<file path="src/rtl/dectomux_arbiter_if.sv">
// Handshake/data bundle between requesters and the 4:1 round-robin mux arbiter.
// The master side drives requests and data; the slave side (arbiter) drives grant and mux output.
interface dectomux_arbiter_if;
    logic [3:0] req;
    logic [3:0] din;
    logic [3:0] gnt;
    logic [1:0] sel;
    logic       y;
    logic       y_valid;

    modport master (
        output req,
        output din,
        input  gnt,
        input  sel,
        input  y,
        input  y_valid
    );

    modport slave (
        input  req,
        input  din,
        output gnt,
        output sel,
        output y,
        output y_valid
    );
endinterface

</file>
<file path="src/rtl/dectomux_arbiter.sv">
// Round-robin arbiter over four requesters with burst limiting, steering the
// granted requester's data bit through a registered 4:1 mux.
module dectomux_arbiter #(
    parameter int unsigned MAX_BURST = 4
) (
    input logic              clk,
    input logic              rst_n,
    dectomux_arbiter_if.slave bus
);

    typedef enum logic {
        IDLE,
        BUSY
    } state_t;

    localparam logic [3:0] MAX_CNT = 4'(MAX_BURST);

    state_t     state_q, state_d;
    logic [3:0] gnt_q, gnt_d;
    logic [1:0] sel_q, sel_d;
    logic [1:0] ptr_q, ptr_d;
    logic [3:0] burst_q, burst_d;
    logic       y_q, y_d;
    logic       y_valid_q, y_valid_d;

    logic [3:0] holder_oh;
    logic       holding;
    logic       others;
    logic [3:0] arb_req;
    logic       win_found;
    logic [1:0] win_idx;

    always_comb begin
        holder_oh = 4'b0001 << sel_q;
        holding   = bus.req[sel_q];
        others    = |(bus.req & ~holder_oh);
        // Only a burst-limited holder is masked out; otherwise its bit is already clear or it is idle.
        arb_req   = (state_q == BUSY && holding) ? (bus.req & ~holder_oh) : bus.req;

        win_found = 1'b0;
        win_idx   = '0;
        for (int unsigned i = 0; i < 4; i++) begin
            if (!win_found && arb_req[ptr_q + 2'(i)]) begin
                win_found = 1'b1;
                win_idx   = ptr_q + 2'(i);
            end
        end
    end

    always_comb begin
        state_d   = state_q;
        gnt_d     = gnt_q;
        sel_d     = sel_q;
        ptr_d     = ptr_q;
        burst_d   = burst_q;
        y_d       = bus.din[sel_q];
        y_valid_d = (state_q == BUSY) && holding;

        if (state_q == BUSY && holding && burst_q < MAX_CNT) begin
            burst_d = burst_q + 4'd1;
        end else if (state_q == BUSY && holding && !others) begin
            burst_d = 4'd1;
        end else if (win_found) begin
            state_d = BUSY;
            gnt_d   = 4'b0001 << win_idx;
            sel_d   = win_idx;
            ptr_d   = win_idx + 2'd1;
            burst_d = 4'd1;
        end else if (state_q == BUSY) begin
            state_d = IDLE;
            gnt_d   = '0;
            burst_d = '0;
        end
    end

    always_ff @(posedge clk or negedge rst_n) begin
        if (!rst_n) begin
            state_q   <= IDLE;
            gnt_q     <= '0;
            sel_q     <= '0;
            ptr_q     <= '0;
            burst_q   <= '0;
            y_q       <= 1'b0;
            y_valid_q <= 1'b0;
        end else begin
            state_q   <= state_d;
            gnt_q     <= gnt_d;
            sel_q     <= sel_d;
            ptr_q     <= ptr_d;
            burst_q   <= burst_d;
            y_q       <= y_d;
            y_valid_q <= y_valid_d;
        end
    end

    assign bus.gnt     = gnt_q;
    assign bus.sel     = sel_q;
    assign bus.y       = y_q;
    assign bus.y_valid = y_valid_q;

endmodule
</file>
<file path="src/flat_wrapper.sv">
// flat-port wrapper written by rule: the top's interface ports become plain ports
module dectomux_arbiter_flat 
#(
    parameter int unsigned MAX_BURST = 4
)
  (clk, rst_n, bus_req, bus_din, bus_gnt, bus_sel, bus_y, bus_y_valid);
  dectomux_arbiter_if bus_i ();
  input logic clk;
  input logic rst_n;
  input wire logic [$bits(bus_i.req)-1:0] bus_req;
  input wire logic [$bits(bus_i.din)-1:0] bus_din;
  output wire logic [$bits(bus_i.gnt)-1:0] bus_gnt;
  output wire logic [$bits(bus_i.sel)-1:0] bus_sel;
  output wire logic [$bits(bus_i.y)-1:0] bus_y;
  output wire logic [$bits(bus_i.y_valid)-1:0] bus_y_valid;
  assign bus_i.req = bus_req;
  assign bus_i.din = bus_din;
  assign bus_gnt = bus_i.gnt;
  assign bus_sel = bus_i.sel;
  assign bus_y = bus_i.y;
  assign bus_y_valid = bus_i.y_valid;
  dectomux_arbiter #(.MAX_BURST(MAX_BURST)) u_core (.clk(clk), .rst_n(rst_n), .bus(bus_i));
endmodule
</file>
<file path="config.mk">
export PLATFORM = sky130hd
export DESIGN_NAME = dectomux_arbiter_flat
export DESIGN_NICKNAME = d
export VERILOG_FILES = /design/src/rtl/dectomux_arbiter_if.sv /design/src/rtl/dectomux_arbiter.sv /design/src/flat_wrapper.sv
export SDC_FILE = /design/constraint.sdc
export NUM_CORES = 1
export LEC_CHECK = 0
export CORE_MARGIN = 2
export CORE_UTILIZATION = 52
export CTS_BUF_LIST = sky130_fd_sc_hd__clkbuf_2 sky130_fd_sc_hd__clkbuf_4 sky130_fd_sc_hd__clkbuf_8
export DETAILED_ROUTE_END_ITERATION = 10
export PLACE_DENSITY = 0.81
export SLEW_MARGIN = 20
export SYNTH_ARGS = -nofsm -noshare
export SYNTH_HDL_FRONTEND = slang
export SYNTH_SLANG_ARGS = --single-unit
</file>
<file path="constraint.sdc">
create_clock -name clk -period 3.05 [get_ports clk]
set_input_delay 0.61 -clock clk [delete_from_list [all_inputs] [get_ports clk]]
set_output_delay 0.61 -clock clk [all_outputs]
set_load 0.02 [all_outputs]
</file>
==> results of run 1 <==
report_power, final:
group          total, mW  switching (mW)  leakage (nW)  internal [mW]
combinational      0.585           0.283         0.295          0.301
clock              0.127          0.0673        0.0184         0.0597
sequential         0.360          0.0844         0.184          0.276
total               1.07           0.435         0.497          0.637
cells in the mapped netlist, types with 2 or more instances:
cell,count
a21oi_1,3
nand2_1,7
ha_1,5
mux2_1,3
mux2i_1,2
nor2_1,6
nor3_1,2
dfrtp_1,15
nand3_1,4
a22o_1,7
mux4_2,2
inv_1,4
o21ai_1,2
stage by stage:
| stage | cells | worst slack, ns | power (mW) | utilization (%) | hold WS (ns) |
|---|---|---|---|---|---|
| after detailed placement | 109 | 0.3575 | 0.9526 | 67.78 | 0.4902 |
| final | 113 | 0.6176 | 1.072 | 69.72 | 0.5180 |
| after global placement | 109 | 0.3895 | 0.9339 | 67.78 | 0.4841 |
| after floorplan | 78 | 0.7942 | 0.7818 | - | 0.3144 |
| after CTS | 113 | 0.6329 | 1.084 | 69.72 | 0.5112 |
| after global routing | 113 | 0.4695 | 1.163 | 69.72 | 0.5474 |
area by class of cell:
cell class              instances  area (um2)  share of cell area [%]
flip-flops and latches         15       375.4                   34.92
repair buffers                 17       170.2                   15.83
inverters                       5       18.77                   1.746
clock buffers                   4       30.03                   2.794
well taps                      16       20.02                   1.863
multi-input cells              56       460.4                   42.84
state kept, by name, summed over array words and instances, names as in the netlist:
signal and count:
u_core.burst_q 4, u_core.bus.gnt 4, u_core.bus.sel 2, u_core.bus.y 1, u_core.bus.y_valid 1, u_core.ptr_q 2
u_core.state_q 1
final timing paths:
path / from / endpoint / slack, ns / cells after the start
hold / removal: u_core.bus.gnt[1] / u_core.bus.gnt[1] / 0.52 / 1
min in group asynchronous: rst_n / u_core.bus.y / 0.72 / 1
max in group asynchronous: rst_n / u_core.ptr_q[1] / 1.89 / 1
setup / recovery: u_core.bus.sel[0] / u_core.ptr_q[1] / 0.62 / 6
setup reg to reg: u_core.bus.sel[0] / u_core.ptr_q[1] / 0.62 / 6
hold reg to reg: u_core.bus.gnt[1] / u_core.bus.gnt[1] / 0.52 / 1
cells in the final DEF (no fill, tap or decap):
cell type	instances
nor2_4	1
o21ai_0	1
nor3_1	2
or2_1	1
a211oi_1	1
inv_2	1
mux2i_1	2
mux2_1	3
o21ai_1	2
nand3_1	4
inv_1	4
a221oi_1	1
ha_1	5
and3_4	1
and2_1	1
clkbuf_4	4
clkdlybuf4s50_1	17
a21oi_1	3
mux2_4	1
or3b_4	1
o211a_1	1
nor2_1	6
nand3b_1	1
mux4_2	2
dfrtp_1	15
a221oi_4	1
a22o_1	7
nand2_1	7
o21bai_1	1
metal layers:
layer / track usage [%] / part of all wire [%] / vias to the layer above
met5: 0 / 0 / -
met4: 4.706 / 0 / 0
met3: 5.200 / 3.3 / 0
met2: 32.86 / 52 / 14
met1: 25.71 / 45 / 334
li1: - / - / 324
critical path, cell delays in order, from the launching register on:
cell and delay, ns:
dfrtp_1 0.52, or3b_4 0.47, nand3_1 0.12, o21ai_0 0.09, a211oi_1 0.49, ha_1 0.33, mux2_1 0.29
cells by family (layout without fill, tap and decap cells):
logic type	after synthesis	in the layout
simple gates	25	25
compound gates	18	18
flops	15	15
mux	8	8
buf+inv	7	26
fa+ha+maj	5	5
==> run_results.csv, run 1 <==
group,metric,value,unit
setup_path,start_kind,"flop",
drt,ant_nets,0,
clocking,root_buffer,"clkbuf_4",
place,io_buffers,17,
global_route,track_usage,19.77,%
clocking,cts_resized,0,
drt,avgRoutedWirePerCell,15.42,um
cells_and_area,final_layout_size_suffix_gt1_share,12.37,%
drt,drt_wl_total,1.742,mm
clocking,cts-htree-levels,1,
cells_and_area,syn_to_final_growth,23.42,%
global_route,overflow,0,
sta,setup-tns-final,0,ns
clocking,clock_path_buffers,2,
synth,synth-main-ff-cell,"dfrtp_1",
sta,max_freq,411.1,MHz
synth,avgSynthCellArea,11.16,um2
clocking,clk-insertion-delay-late,0.29,ns
synth,synth_edf_count,0,
setup_path,critPathMaxFanout,10,
global_route,grt_pass1_wl,2.870,mm
synth,synthMuxAreaShare,13.07,%
flow_run,max_cap_violations,0,
setup_path,critical_path.endpoint_type,"flop",
floorplan,dieHeight,44.92,um
synth,yosysUniqueCellTypes,29,
clocking,tritoncts,"done",
floorplan,io_pins,18,
clocking,cts.sinks,15,
setup_path,critPathRequiredTime,3.22,ns
place,dp_hpwl,1.308,mm
drt,drc,0,
setup_path,crit_type,"reg2reg",
synth,synth_top_family_by_area,"compound AO/OA/AOI/OAI gates",
synth,ys_warn_count,0,
clocking,cts_setup_buffers,0,
drt,detail_route.iter0.violations,15,
synth,synthArstFlopShare,100.0,%
synth,yosys.area.top_type_share,43.10,%
sta,rsz0062_at_grt,"no",
floorplan,core_area,1541,um2
power_and_ir_drop,powerDensity,997.3,nW/um2
floorplan,die_x,44.92,um
synth,synth-xor-area-share,0,%
sta,maxSlewViolCount,0,
drt,vias,672,
cells_and_area,nets,113,
sta,post-route-period-util,79.75,%
clocking,cts-buffers-inserted,3,
outcome,outcome,"finished, final reports clean",
sta,fin_skew,0.007689,ns
synth,synth_top_area_cell,"dfrtp_1",
sta,worst_pin_slew,0.6780,ns
cells_and_area,fill_cells,121,
cells_and_area,final_cell_area,1075,um2
power_and_ir_drop,vdd_ir_drop_max,0.4800,mV
cells_and_area,antenna_cells,0,
place,post_dp_cell_area,1045,um2
synth,synth-seq-cells,15,
global_route,grt_pass1_vias,652,
min_path,hold_class,"reg2reg",
synth,synthTopCellsByArea,"dfrtp_1 43%, ha_1 7.2%, a22o_1 7.0%",
floorplan,dieArea,2018,um2
drt,viasPerCell,5.947,
clocking,ctsHoldBuffers,0,
sta,setup_viol,0,
global_route,grt_max_degree,16,
synth,synth_compound_area_share,17.39,%
synth,synth_nets,93,
setup_path,cp.arrival,2.60,ns
sta,hold_viol,0,
place,gp_congestion,0.7770,
sta,fin_crit,2.432,ns
synth,synth.cell_area,870.8,um2
drt,drtPass1Iterations,5,
power_and_ir_drop,leakage,0.4968,nW
synth,synth-adder-area-share,7.184,%
synth,seq_area_frac_synth,43.10,%
floorplan,rows,14,
synth,synth_simple_gate_area_share,15.23,%
floorplan,initial_core_util,56.49,%
sta,slew_headroom,54.66,%
clocking,clkTransAtPathRegs,0.09,ns
global_route,antenna_found_initial,0,
synth,synth_cells,78,
No activity file was read; power rests on OpenSTA's default activity.
==> run 2, diff against run 1 <==
--- a/config.mk
+++ b/config.mk
@@ -6,10 +6,10 @@
 export NUM_CORES = 1
 export LEC_CHECK = 0
 export CORE_MARGIN = 2
-export CORE_UTILIZATION = 52
+export CORE_UTILIZATION = 47
 export CTS_BUF_LIST = sky130_fd_sc_hd__clkbuf_2 sky130_fd_sc_hd__clkbuf_4 sky130_fd_sc_hd__clkbuf_8
 export DETAILED_ROUTE_END_ITERATION = 10
-export PLACE_DENSITY = 0.81
+export PLACE_DENSITY = 0.77
 export SLEW_MARGIN = 20
 export SYNTH_ARGS = -nofsm -noshare
 export SYNTH_HDL_FRONTEND = slang
==> constraint.sdc (replaced) <==
create_clock -name clk -period 2.2 [get_ports clk]
set_input_delay 0.44 -clock clk [delete_from_list [all_inputs] [get_ports clk]]
set_output_delay 0.44 -clock clk [all_outputs]
set_load 0.02 [all_outputs]
==> run 2 against run 1 <==
First-iteration DRC count fell by 53%. Register-to-register slack got worse by 0.47 ns. Cell area up 11%. Final cell count rose by 19%. Clock skew increased by 0.0078 ns. Die area up 9.7%. Combinational power is 66% higher. Via count is 5.4% higher. Hold slack lost 0.0027 ns. Wire length shrank 3.3%. Critical path depth decreased by 1.
==> run_results.csv, run 2 (synthesis gave the netlist of run 1 again) <==
group,metric,value,unit
floorplan,core_area,1727,um2
cells_and_area,area.sequential,376.6,um2
sta,fin_skew,0.01547,ns
floorplan,initial_core_util,50.43,%
setup_path,cp_slowest_cell,"dfrtp_2",
setup_path,critical_path.top_delay_family,"simple AND/OR/NAND/NOR gates",
setup_path,critical_path.endpoint_type,"flop",
outcome,outcome,"finished, final reports clean",
cells_and_area,antenna_cells,0,
sta,post-route-period-util,93.09,%
sta,slew_headroom,56.40,%
power_and_ir_drop,clkPwrFrac,10.3,%
power_and_ir_drop,leakage,0.5558,nW
setup_path,start_kind,"flop",
drt,ant_nets,0,
clocking,root_buffer,"clkbuf_4",
sta,whs,0.5153,ns
place,dp_hpwl,1.306,mm
setup_path,crit_chain,"or3b_4, and3_4, a221oi_4, ha_1, mux2_1",
drt,drc,0,
flow_run,max_cap_violations,0,
sta,maxSlewViolCount,0,
global_route,grt_pass1_wl,2.856,mm
clocking,clock_path_buffers,2,
floorplan,dieArea,2213,um2
floorplan,rows,15,
global_route,overflow,0,
cells_and_area,final_cell_mix,"17 x clkdlybuf4s50_1, 14 x dfrtp_1, 13 x buf_4",
sta,worst_pin_slew,0.6519,ns
sta,rsz0062_at_grt,"no",
clocking,cts_setup_buffers,0,
setup_path,slowest_delay,0.44,ns
power_and_ir_drop,p_int,0.9737,mW
power_and_ir_drop,powerDensity,1341,nW/um2
cells_and_area,fill_cells,138,
setup_path,crit_type,"reg2reg",
setup_path,critPathMaxFanout,4,
floorplan,io_pins,18,
cells_and_area,final_layout_size_suffix_gt1_share,25.45,%
clocking,cts-buffers-inserted,3,
min_path,hold_class,"reg2reg",
power_and_ir_drop,power,1.600,mW
sta,hold_viol,0,
power_and_ir_drop,p_sw,0.6267,mW
sta,fin_crit,2.048,ns
floorplan,die_x,47.05,um
place,io_buffers,17,
drt,viasPerCell,5.244,
setup_path,critPathRequiredTime,2.39,ns
clocking,cts-htree-levels,1,
clocking,ctsHoldBuffers,0,
cells_and_area,multi_input_area,469.2,um2
drt,drtPass1Iterations,4,
drt,drt_wl_total,1.684,mm
setup_path,critPathBufInv,0,
cells_and_area,final_common_cell,"clkdlybuf4s50_1",
cells_and_area,nets,126,
clocking,cts_resized,0,
clocking,cts.sinks,15,
cells_and_area,syn_to_final_growth,37.07,%
power_and_ir_drop,p_comb_share,60.8,%
global_route,grt_max_degree,16,
global_route,grt_pass1_vias,676,
place,gp_congestion,0.7768,
clocking,clkTransAtPathRegs,0.10,ns
sta,setup_viol,0,
setup_path,cp.arrival,2.24,ns
drt,avgRoutedWirePerCell,12.47,um
power_and_ir_drop,vdd_ir_drop_max,0.7580,mV
clocking,tritoncts,"done",
drt,detail_route.iter0.violations,7,
drt,vias,708,
clocking,clk-insertion-delay-late,0.30,ns
power_and_ir_drop,pwr-share-seq,28.9,%
global_route,track_usage,18.84,%
power_and_ir_drop,swShare,39.16,%
floorplan,dieHeight,47.05,um
sta,max_freq,488.3,MHz
global_route,antenna_found_initial,0,
==> run 2: path summary, 6_finish.rpt <==
kind                                   start                 to  slack [ns]  cells past startpoint
setup / recovery           u_core.bus.sel[0]    u_core.ptr_q[1]        0.15                      5
hold reg to reg            u_core.bus.gnt[1]  u_core.bus.gnt[1]        0.52                      1
max in group asynchronous              rst_n  u_core.bus.sel[0]        1.22                      1
hold / removal             u_core.bus.gnt[1]  u_core.bus.gnt[1]        0.52                      1
setup reg to reg           u_core.bus.sel[0]    u_core.ptr_q[1]        0.15                      5
min in group asynchronous              rst_n  u_core.burst_q[1]        0.53                      1
==> run 2: per-stage QoR <==
step / util [%] / std cells / area, um2 / worst slack (ns) / setup TNS (ns)
4_1_cts: 68.91 / 135 / 1190 / 0.06971 / 0
6_report: 69.13 / 135 / 1194 / 0.1521 / 0
3_5_place_dp: 67.17 / 131 / 1160 / -0.1379 / -0.5759
3_3_place_gp: 67.17 / 131 / 1160 / -0.1407 / -0.4698
5_1_grt: 69.13 / 135 / 1194 / 0.04183 / 0
2_1_floorplan: - / 78 / 879.6 / 0.003881 / 0
==> run 2: routing by layer <==
layer	vias up	global-route usage (%)	part of all wire [%]
met4	0	6.667	0.59
li1	351	-	-
met3	2	6.923	3.1
met2	10	32.60	53
met5	-	0	0
met1	345	21.29	44
==> run 2: power groups by stage <==
stage,Combinational (mW),Sequential (mW),Clock (mW)
after floorplan,0.575,0.524,0
after global placement,0.962,0.463,0
after detailed placement,0.974,0.467,0
after CTS,0.982,0.463,0.173
after global routing,1.07,0.476,0.184
final,0.972,0.463,0.165
==> run 2: area by class of cell <==
class / instances / share of cell area [%]
clock buffer: 3 / 1.887
clock inverter: 1 / 0.6289
inverter: 5 / 1.572
multi-input combinational: 56 / 39.31
sequential: 15 / 31.55
tap: 25 / 2.621
timing repair buffer: 30 / 22.43
